File: src/rtl/alu_seq_pkg.sv
// Shared types for alu_seq: opcodes, FSM states and the active-low hex display decode.
// The DIV state only exists when ALU_SEQ_DIV_EN is defined.
package alu_seq_pkg;

  typedef enum logic [3:0] {
    OP_ADD  = 4'd0,
    OP_SUB  = 4'd1,
    OP_AND  = 4'd2,
    OP_OR   = 4'd3,
    OP_NOTA = 4'd4,
    OP_NOTB = 4'd5,
    OP_XOR  = 4'd6,
    OP_ASHL = 4'd7,
    OP_ASHR = 4'd8,
    OP_LSHL = 4'd9,
    OP_LSHR = 4'd10,
    OP_MUL  = 4'd11,
    OP_DIV  = 4'd12
  } op_e;

`ifdef ALU_SEQ_DIV_EN
  typedef enum logic [1:0] {ST_IDLE = 2'd0, ST_MUL = 2'd1, ST_DIV = 2'd2, ST_DONE = 2'd3} state_e;
`else
  typedef enum logic [1:0] {ST_IDLE = 2'd0, ST_MUL = 2'd1, ST_DONE = 2'd3} state_e;
`endif

  // Segment order is g..a, a lit segment is 0.
  function automatic logic [6:0] hex2seg(input logic [3:0] v);
    logic [6:0] s;
    case (v)
      4'h0: s = 7'b1000000;
      4'h1: s = 7'b1111001;
      4'h2: s = 7'b0100100;
      4'h3: s = 7'b0110000;
      4'h4: s = 7'b0011001;
      4'h5: s = 7'b0010010;
      4'h6: s = 7'b0000010;
      4'h7: s = 7'b1111000;
      4'h8: s = 7'b0000000;
      4'h9: s = 7'b0010000;
      4'hA: s = 7'b0001000;
      4'hB: s = 7'b0000011;
      4'hC: s = 7'b1000110;
      4'hD: s = 7'b0100001;
      4'hE: s = 7'b0000110;
      default: s = 7'b0001110;
    endcase
    return s;
  endfunction

endpackage

File: src/rtl/alu_seq_if.sv
// Request/response bus of alu_seq: operands and opcode in, result, flags and display out.
interface alu_seq_if #(parameter int N = 4);
  logic         start;
  logic [N-1:0] a;
  logic [N-1:0] b;
  logic [3:0]   operation;
  logic         ready;
  logic         done;
  logic [N-1:0] result;
  logic         outFlagC;
  logic         outFlagN;
  logic         outFlagV;
  logic         outFlagZ;
  logic [6:0]   segA;

  modport master (
    output start, a, b, operation,
    input  ready, done, result, outFlagC, outFlagN, outFlagV, outFlagZ, segA
  );

  modport slave (
    input  start, a, b, operation,
    output ready, done, result, outFlagC, outFlagN, outFlagV, outFlagZ, segA
  );
endinterface

File: src/rtl/alu_seq_muldiv.sv
// Iterative unsigned shift-add multiplier / restoring divider, one bit per cycle, N cycles.
// Divider logic is only built when ALU_SEQ_DIV_EN is defined.
module alu_seq_muldiv #(
  parameter int N = 4
) (
  input  logic         clk,
  input  logic         rst,
  input  logic         load,
  input  logic         is_div,
  input  logic [N-1:0] a,
  input  logic [N-1:0] b,
  output logic [N-1:0] res,
  output logic         hi_nz,
  output logic         finish
);
  localparam int CW = $clog2(N);

  // acc: product high half / partial remainder; q: multiplier -> product low / dividend -> quotient
  logic [N-1:0]  acc, q, opb, acc_n, q_n;
  logic [CW-1:0] cnt;
  logic          busy;
  logic [N:0]    sum;

`ifdef ALU_SEQ_DIV_EN
  logic          div_q;
  logic [N:0]    rsh, diff;
`else
  logic          unused_div;
  assign unused_div = is_div;
`endif

  always_comb begin
    sum   = {1'b0, acc} + {1'b0, (q[0] ? opb : '0)};
    acc_n = sum[N:1];
    q_n   = {sum[0], q[N-1:1]};
`ifdef ALU_SEQ_DIV_EN
    rsh  = {acc, q[N-1]};
    diff = rsh - {1'b0, opb};
    if (div_q) begin
      // acc < divisor always holds, so diff[N] alone tells whether the trial subtract fits
      if (!diff[N]) begin
        acc_n = diff[N-1:0];
        q_n   = {q[N-2:0], 1'b1};
      end else begin
        acc_n = rsh[N-1:0];
        q_n   = {q[N-2:0], 1'b0};
      end
    end
`endif
  end

  assign finish = busy && (cnt == CW'(N-1));
  assign res    = q_n;
  assign hi_nz  = |acc_n;

  always_ff @(posedge clk) begin
    if (rst) begin
      acc  <= '0;
      q    <= '0;
      opb  <= '0;
      cnt  <= '0;
      busy <= 1'b0;
`ifdef ALU_SEQ_DIV_EN
      div_q <= 1'b0;
`endif
    end else if (load) begin
      acc  <= '0;
      q    <= a;
      opb  <= b;
      cnt  <= '0;
      busy <= 1'b1;
`ifdef ALU_SEQ_DIV_EN
      div_q <= is_div;
`endif
    end else if (busy) begin
      acc <= acc_n;
      q   <= q_n;
      cnt <= cnt + 1'b1;
      if (finish) busy <= 1'b0;
    end
  end
endmodule

File: src/rtl/alu_seq.sv
// Registered multi-cycle ALU: handshake FSM, single-cycle ops, flags and display registers.
// Define ALU_SEQ_DIV_EN to build the iterative divider; otherwise DIV reports V=1, result 0.
module alu_seq
  import alu_seq_pkg::*;
#(
  parameter int N = 4
) (
  input  logic     clk,
  input  logic     rst,
  alu_seq_if.slave bus
);
  state_e       state, nxt;
  logic         ld, md_load, md_fin, md_hi;
  logic [N-1:0] md_res;
  logic [N-1:0] sc_res, nres, sub_w;
  logic [N:0]   add_w;
  logic         sc_c, sc_v, nc, nv;
  logic [N-1:0] res_q;
  logic         c_q, n_q, v_q, z_q;
  logic [6:0]   seg_q;

  alu_seq_muldiv #(.N(N)) u_muldiv (
    .clk    (clk),
    .rst    (rst),
    .load   (md_load),
    .is_div (bus.operation == OP_DIV),
    .a      (bus.a),
    .b      (bus.b),
    .res    (md_res),
    .hi_nz  (md_hi),
    .finish (md_fin)
  );

  always_comb begin
    add_w  = {1'b0, bus.a} + {1'b0, bus.b};
    sub_w  = bus.a - bus.b;
    sc_res = '0;
    sc_c   = 1'b0;
    sc_v   = 1'b0;
    case (bus.operation)
      OP_ADD: begin
        sc_res = add_w[N-1:0];
        sc_c   = add_w[N];
        sc_v   = (bus.a[N-1] == bus.b[N-1]) && (add_w[N-1] != bus.a[N-1]);
      end
      OP_SUB: begin
        sc_res = sub_w;
        sc_c   = (bus.a >= bus.b);
        sc_v   = (bus.a[N-1] != bus.b[N-1]) && (sub_w[N-1] != bus.a[N-1]);
      end
      OP_AND:          sc_res = bus.a & bus.b;
      OP_OR:           sc_res = bus.a | bus.b;
      OP_NOTA:         sc_res = ~bus.a;
      OP_NOTB:         sc_res = ~bus.b;
      OP_XOR:          sc_res = bus.a ^ bus.b;
      // Verilog shifts already saturate to 0 / sign fill for amounts >= N
      OP_ASHL, OP_LSHL: sc_res = bus.a << bus.b;
      OP_ASHR:         sc_res = $signed(bus.a) >>> bus.b;
      OP_LSHR:         sc_res = bus.a >> bus.b;
      OP_DIV: begin
`ifdef ALU_SEQ_DIV_EN
        sc_res = '1;
`endif
        sc_v   = 1'b1;
      end
      default: ;
    endcase
  end

  always_comb begin
    nxt     = state;
    ld      = 1'b0;
    md_load = 1'b0;
    nres    = sc_res;
    nc      = sc_c;
    nv      = sc_v;
    case (state)
      ST_IDLE: begin
        if (bus.start) begin
          if (bus.operation == OP_MUL) begin
            md_load = 1'b1;
            nxt     = ST_MUL;
          end
`ifdef ALU_SEQ_DIV_EN
          else if (bus.operation == OP_DIV && bus.b != '0) begin
            md_load = 1'b1;
            nxt     = ST_DIV;
          end
`endif
          else begin
            ld  = 1'b1;
            nxt = ST_DONE;
          end
        end
      end
      ST_MUL: begin
        if (md_fin) begin
          ld   = 1'b1;
          nres = md_res;
          nc   = md_hi;
          nv   = md_hi;
          nxt  = ST_DONE;
        end
      end
`ifdef ALU_SEQ_DIV_EN
      ST_DIV: begin
        if (md_fin) begin
          ld   = 1'b1;
          nres = md_res;
          nc   = 1'b0;
          nv   = 1'b0;
          nxt  = ST_DONE;
        end
      end
`endif
      ST_DONE: nxt = ST_IDLE;
      default: nxt = ST_IDLE;
    endcase
  end

  always_ff @(posedge clk) begin
    if (rst) begin
      state <= ST_IDLE;
      res_q <= '0;
      c_q   <= 1'b0;
      n_q   <= 1'b0;
      v_q   <= 1'b0;
      z_q   <= 1'b0;
      seg_q <= hex2seg(4'h0);
    end else begin
      state <= nxt;
      if (ld) begin
        res_q <= nres;
        c_q   <= nc;
        n_q   <= nres[N-1];
        v_q   <= nv;
        z_q   <= (nres == '0);
        seg_q <= hex2seg(4'(nres));
      end
    end
  end

  assign bus.ready    = (state == ST_IDLE);
  assign bus.done     = (state == ST_DONE);
  assign bus.result   = res_q;
  assign bus.outFlagC = c_q;
  assign bus.outFlagN = n_q;
  assign bus.outFlagV = v_q;
  assign bus.outFlagZ = z_q;
  assign bus.segA     = seg_q;
endmodule
File: src/flat_wrapper.sv
// flat-port wrapper written by rule: the top's interface ports become plain ports
module alu_seq_flat import alu_seq_pkg::*;
#(
  parameter int N = 4
)
  (clk, rst, bus_start, bus_a, bus_b, bus_operation, bus_ready, bus_done, bus_result, bus_outFlagC, bus_outFlagN, bus_outFlagV, bus_outFlagZ, bus_segA);
  alu_seq_if #(.N(N)) bus_i ();
  input  logic clk;
  input  logic rst;
  input wire logic [$bits(bus_i.start)-1:0] bus_start;
  input wire logic [$bits(bus_i.a)-1:0] bus_a;
  input wire logic [$bits(bus_i.b)-1:0] bus_b;
  input wire logic [$bits(bus_i.operation)-1:0] bus_operation;
  output wire logic [$bits(bus_i.ready)-1:0] bus_ready;
  output wire logic [$bits(bus_i.done)-1:0] bus_done;
  output wire logic [$bits(bus_i.result)-1:0] bus_result;
  output wire logic [$bits(bus_i.outFlagC)-1:0] bus_outFlagC;
  output wire logic [$bits(bus_i.outFlagN)-1:0] bus_outFlagN;
  output wire logic [$bits(bus_i.outFlagV)-1:0] bus_outFlagV;
  output wire logic [$bits(bus_i.outFlagZ)-1:0] bus_outFlagZ;
  output wire logic [$bits(bus_i.segA)-1:0] bus_segA;
  assign bus_i.start = bus_start;
  assign bus_i.a = bus_a;
  assign bus_i.b = bus_b;
  assign bus_i.operation = bus_operation;
  assign bus_ready = bus_i.ready;
  assign bus_done = bus_i.done;
  assign bus_result = bus_i.result;
  assign bus_outFlagC = bus_i.outFlagC;
  assign bus_outFlagN = bus_i.outFlagN;
  assign bus_outFlagV = bus_i.outFlagV;
  assign bus_outFlagZ = bus_i.outFlagZ;
  assign bus_segA = bus_i.segA;
  alu_seq #(.N(N)) u_core (.clk(clk), .rst(rst), .bus(bus_i));
endmodule
File: config.mk
export PLATFORM = sky130hd
export DESIGN_NAME = alu_seq_flat
export DESIGN_NICKNAME = d
export VERILOG_FILES = /design/src/rtl/alu_seq_pkg.sv /design/src/rtl/alu_seq_if.sv /design/src/rtl/alu_seq_muldiv.sv /design/src/rtl/alu_seq.sv /design/src/flat_wrapper.sv
export SDC_FILE = /design/constraint.sdc
export NUM_CORES = 1
export LEC_CHECK = 0
export BUFFER_PORTS_ARGS = -buffer_cell sky130_fd_sc_hd__buf_2
export CAP_MARGIN = 20
export CORE_UTILIZATION = 55
export CTS_BUF_LIST = sky130_fd_sc_hd__clkbuf_4
export CTS_CLUSTER_DIAMETER = 60
export DETAILED_ROUTE_END_ITERATION = 7
export MAX_ROUTING_LAYER = met4
export PLACE_DENSITY = 0.85
export SKIP_LAST_GASP = 1
export SLEW_MARGIN = 20
export SYNTH_ARGS = -nofsm -noshare
export SYNTH_HDL_FRONTEND = slang
export SYNTH_HIERARCHICAL = 1
export SYNTH_SLANG_ARGS = --single-unit
File: constraint.sdc
create_clock -name clk -period 3.57 [get_ports clk]
set_input_delay 0.8925 -clock clk [delete_from_list [all_inputs] [get_ports clk]]
set_output_delay 0.8925 -clock clk [all_outputs]
set_load 0.01 [all_outputs]
==> impl_metrics.tcl <==
set metrics [dict create \
    synthTopCellsByArea "dfxtp_1 21%, ha_1 9.8%, nor2_1 5.7%" \
    die_area_mm2 0.00564 \
    hold_depth 2 \
    final_cells 488 \
    via_per_inst 5.93 \
    synth_edf_count 0 \
    netlist.area_leader.share_pct 21.1 \
    overflow 0 \
    ys_ff_latch 31 \
    r2r_cells 13 \
    place_hpwl_um 5720 \
    synthTopCellsByCount "45 x nor2_1, 31 x dfxtp_1, 23 x ha_1" \
    r2r_start "u_core/u_muldiv/busy" \
    synthesis.nets 408 \
    dominantRegCellSynth "dfxtp_1" \
    drive_above_1_share_pct 24.4 \
    startpoint "bus_a[0]" \
    fin_area_mm2 0.00340 \
    crit_arrival_ns 3.61 \
    area_growth_pct 15.7 \
    postPlaceCellArea_mm2 0.00331 \
    seq_area_frac_synth_pct 21.1 \
    synth_most_common_cell "nor2_1" \
    holdCritPathClass "reg -> reg" \
    initial_core_util_pct 57.2 \
    power_leakage_nw 1.46 \
    async_flop_share_pct 0 \
    synth_compound_area_share_pct 22.7 \
    dp.cells 479 \
    min_period_over_period_pct 93.9 \
    via_count 2896 \
    fillCellCount 449 \
    wire_per_inst_um 15.5 \
    syn_inst 367 \
    dr.pass1.iters 4 \
    clk_pin_slew_ns 0.09 \
    antennaDiodeCount 0 \
    htreeDepth 2 \
    vdd_drop_max_uv 256 \
    core-area_mm2 0.00514 \
    fin_skew_ns 0.00888 \
    setup_viol 0 \
    grt_max_degree 28 \
    cts-root-buf "clkbuf_4" \
    dieHeight_um 75.1 \
    clock_path_buffers 2 \
    yosys.area_share.adder_pct 11.8 \
    drc_errors 0 \
    final_nets 458 \
    die_w_um 75.1 \
    yosys_warnings 6 \
    wirelength_um 7540 \
    cp-end-kind "flop" \
    worstMarginPinSlew_ns 0.741 \
    p_per_area_mw_per_mm2 261 \
    io_pins 32 \
    yosys.area_share.simple_pct 25.3 \
    path_class "in -> reg" \
    cts_tree "yes" \
    max_slew_margin_pct 50.3 \
    worstSkewPairLatency_ns 0.33 \
    grt_pass1_wl_um 12500 \
    grt_pass1_vias 2682 \
    tns_ns 0 \
    finalHoldViolations 0 \
    numCtsBuffers 5 \
    synth-xor-area-share_pct 1.19 \
    postSynthAreaPerCell_um2 8.00 \
    clock-sinks 31 \
    maxCapViolations 0 \
    drt.antenna.violating_nets 0 \
    grt_use_total_pct 30.2 \
    crit_required_ns 3.83 \
    r2r_slack_ns 0.84 \
    rows 26 \
    place.port_buffers 31 \
    min_period_ns 3.35 \
    rsz0062_at_grt "false" \
    synth_area_leader_cell "dfxtp_1" \
    synthMuxAreaShare_pct 9.37 \
    drt_iter0_drc 269 \
    status "finished, final reports clean" \
    start_kind "input port" \
    max_freq_ghz 0.298 \
    synth_cell_type_count 70 \
    slew_violations 0 \
    crit_fanout 4 \
    synth_top_family_by_area "simple AND/OR/NAND/NOR gates" \
    place_congestion 0.955 \
    r2r_end "u_core/bus.segA[0]" \
    syn_area_mm2 0.00294 \
    endpoint "u_core/bus.segA[0]" \
    antenna_found_initial 0 \
]
## worst min path at each step
stage	from	to	slack [ns]
global route	u_core/bus.outFlagZ	u_core/bus.outFlagZ	0.49
CTS	u_core/bus.outFlagC	u_core/bus.outFlagC	0.46
finish	u_core/bus.outFlagZ	u_core/bus.outFlagZ	0.46
global placement	u_core/bus.outFlagZ	u_core/bus.outFlagZ	0.44
floorplan	u_core/u_muldiv/opb[0]	u_core/u_muldiv/opb[0]	0.45
detailed placement	u_core/bus.outFlagZ	u_core/bus.outFlagZ	0.45
## logic make-up (layout without fill, tap and decap cells)
logic type,after synthesis,count (layout)
xor+xnor,4,4
fa+ha+maj,26,26
flops,31,31
buf+inv,50,101
simple gates,142,142
compound gates,90,90
mux,24,24
## layout make-up
| class | count | area [um^2] | area share [%] |
|---|---|---|---|
| flip-flops and latches | 31 | 621 | 18.3 |
| multi-input cells | 286 | 2100 | 61.6 |
| inverters | 22 | 82.6 | 2.43 |
| clock buffers | 7 | 52.6 | 1.55 |
| repair buffers | 71 | 455 | 13.4 |
| clock inverters | 1 | 5.00 | 0.147 |
| well taps | 70 | 87.6 | 2.58 |
## flip-flops by register name (all words and copies together), names as in the netlist
signal and count:
u_core/bus.segA 7, u_core/bus.result 4, u_core/u_muldiv/acc 4, u_core/u_muldiv/opb 4
u_core/u_muldiv/q 4, u_core/state 2, u_core/u_muldiv/cnt 2, u_core/bus.outFlagC 1
u_core/bus.outFlagV 1, u_core/bus.outFlagZ 1, u_core/u_muldiv/busy 1
## per-layer routing
| layer | vias to the layer above | track usage (%) | wire length, um |
|---|---|---|---|
| met5 | - | - | 0 |
| met2 | 79 | 50.2 | 3740 |
| li1 | 1449 | - | - |
| met4 | 0 | 9.22 | 169 |
| met3 | 16 | 5.62 | 387 |
| met1 | 1352 | 37.1 | 3250 |
## cells in the final DEF, fill, tap and decap left out, types with 5 or more instances in the layout
cell type	Yosys	routed
a21oi_1	17	17
o21ai_0	11	11
a211oi_1	9	9
mux2i_1	14	14
and2_1	11	11
nor4_1	6	6
clkbuf_4	0	7
a31oi_1	5	5
nand3b_1	5	5
buf_4	6	40
nor3_1	12	11
nor2_1	45	45
dfxtp_1	31	31
o31ai_1	5	5
inv_1	21	20
ha_1	23	21
nand3_1	12	12
buf_2	7	31
nand2_1	20	20
## report_power, final
part | internal, mW | switching, mW
Clock | 0.0917 | 0.113
Sequential | 0.362 | 0.00868
Combinational | 0.136 | 0.176
Total | 0.589 | 0.298
## through the flow
step	util, %	hold WS (ns)	power, mW	worst slack (ns)
after global placement	64.3	0.440	0.671	-0.119
after detailed placement	64.3	0.447	0.680	-0.186
after CTS	65.5	0.461	0.884	0.160
after global routing	66.1	0.488	0.946	0.0269
final	66.1	0.458	0.887	0.218
after floorplan	-	0.452	0.573	0.000586
## critical path, cell delays in order
cell      delay (ns)
buf_2           0.12
ha_2            0.19
fa_1            0.43
mux4_2          0.47
o211ai_1        0.27
o221ai_2        0.15
inv_2           0.09
ha_2            0.16
inv_1           0.06
or3_4           0.35
nor3_4          0.16
a31oi_1         0.06
o211ai_1        0.19
## what timing repair did
item / 4_1_cts / 5_1_grt
buffers inserted: 0 / 1
hold buffers: 0 / 0
endpoints found under the setup margin: 0 / 2
resized for setup: 0 / 7
Note: power is estimated with default switching activity, not from simulation.
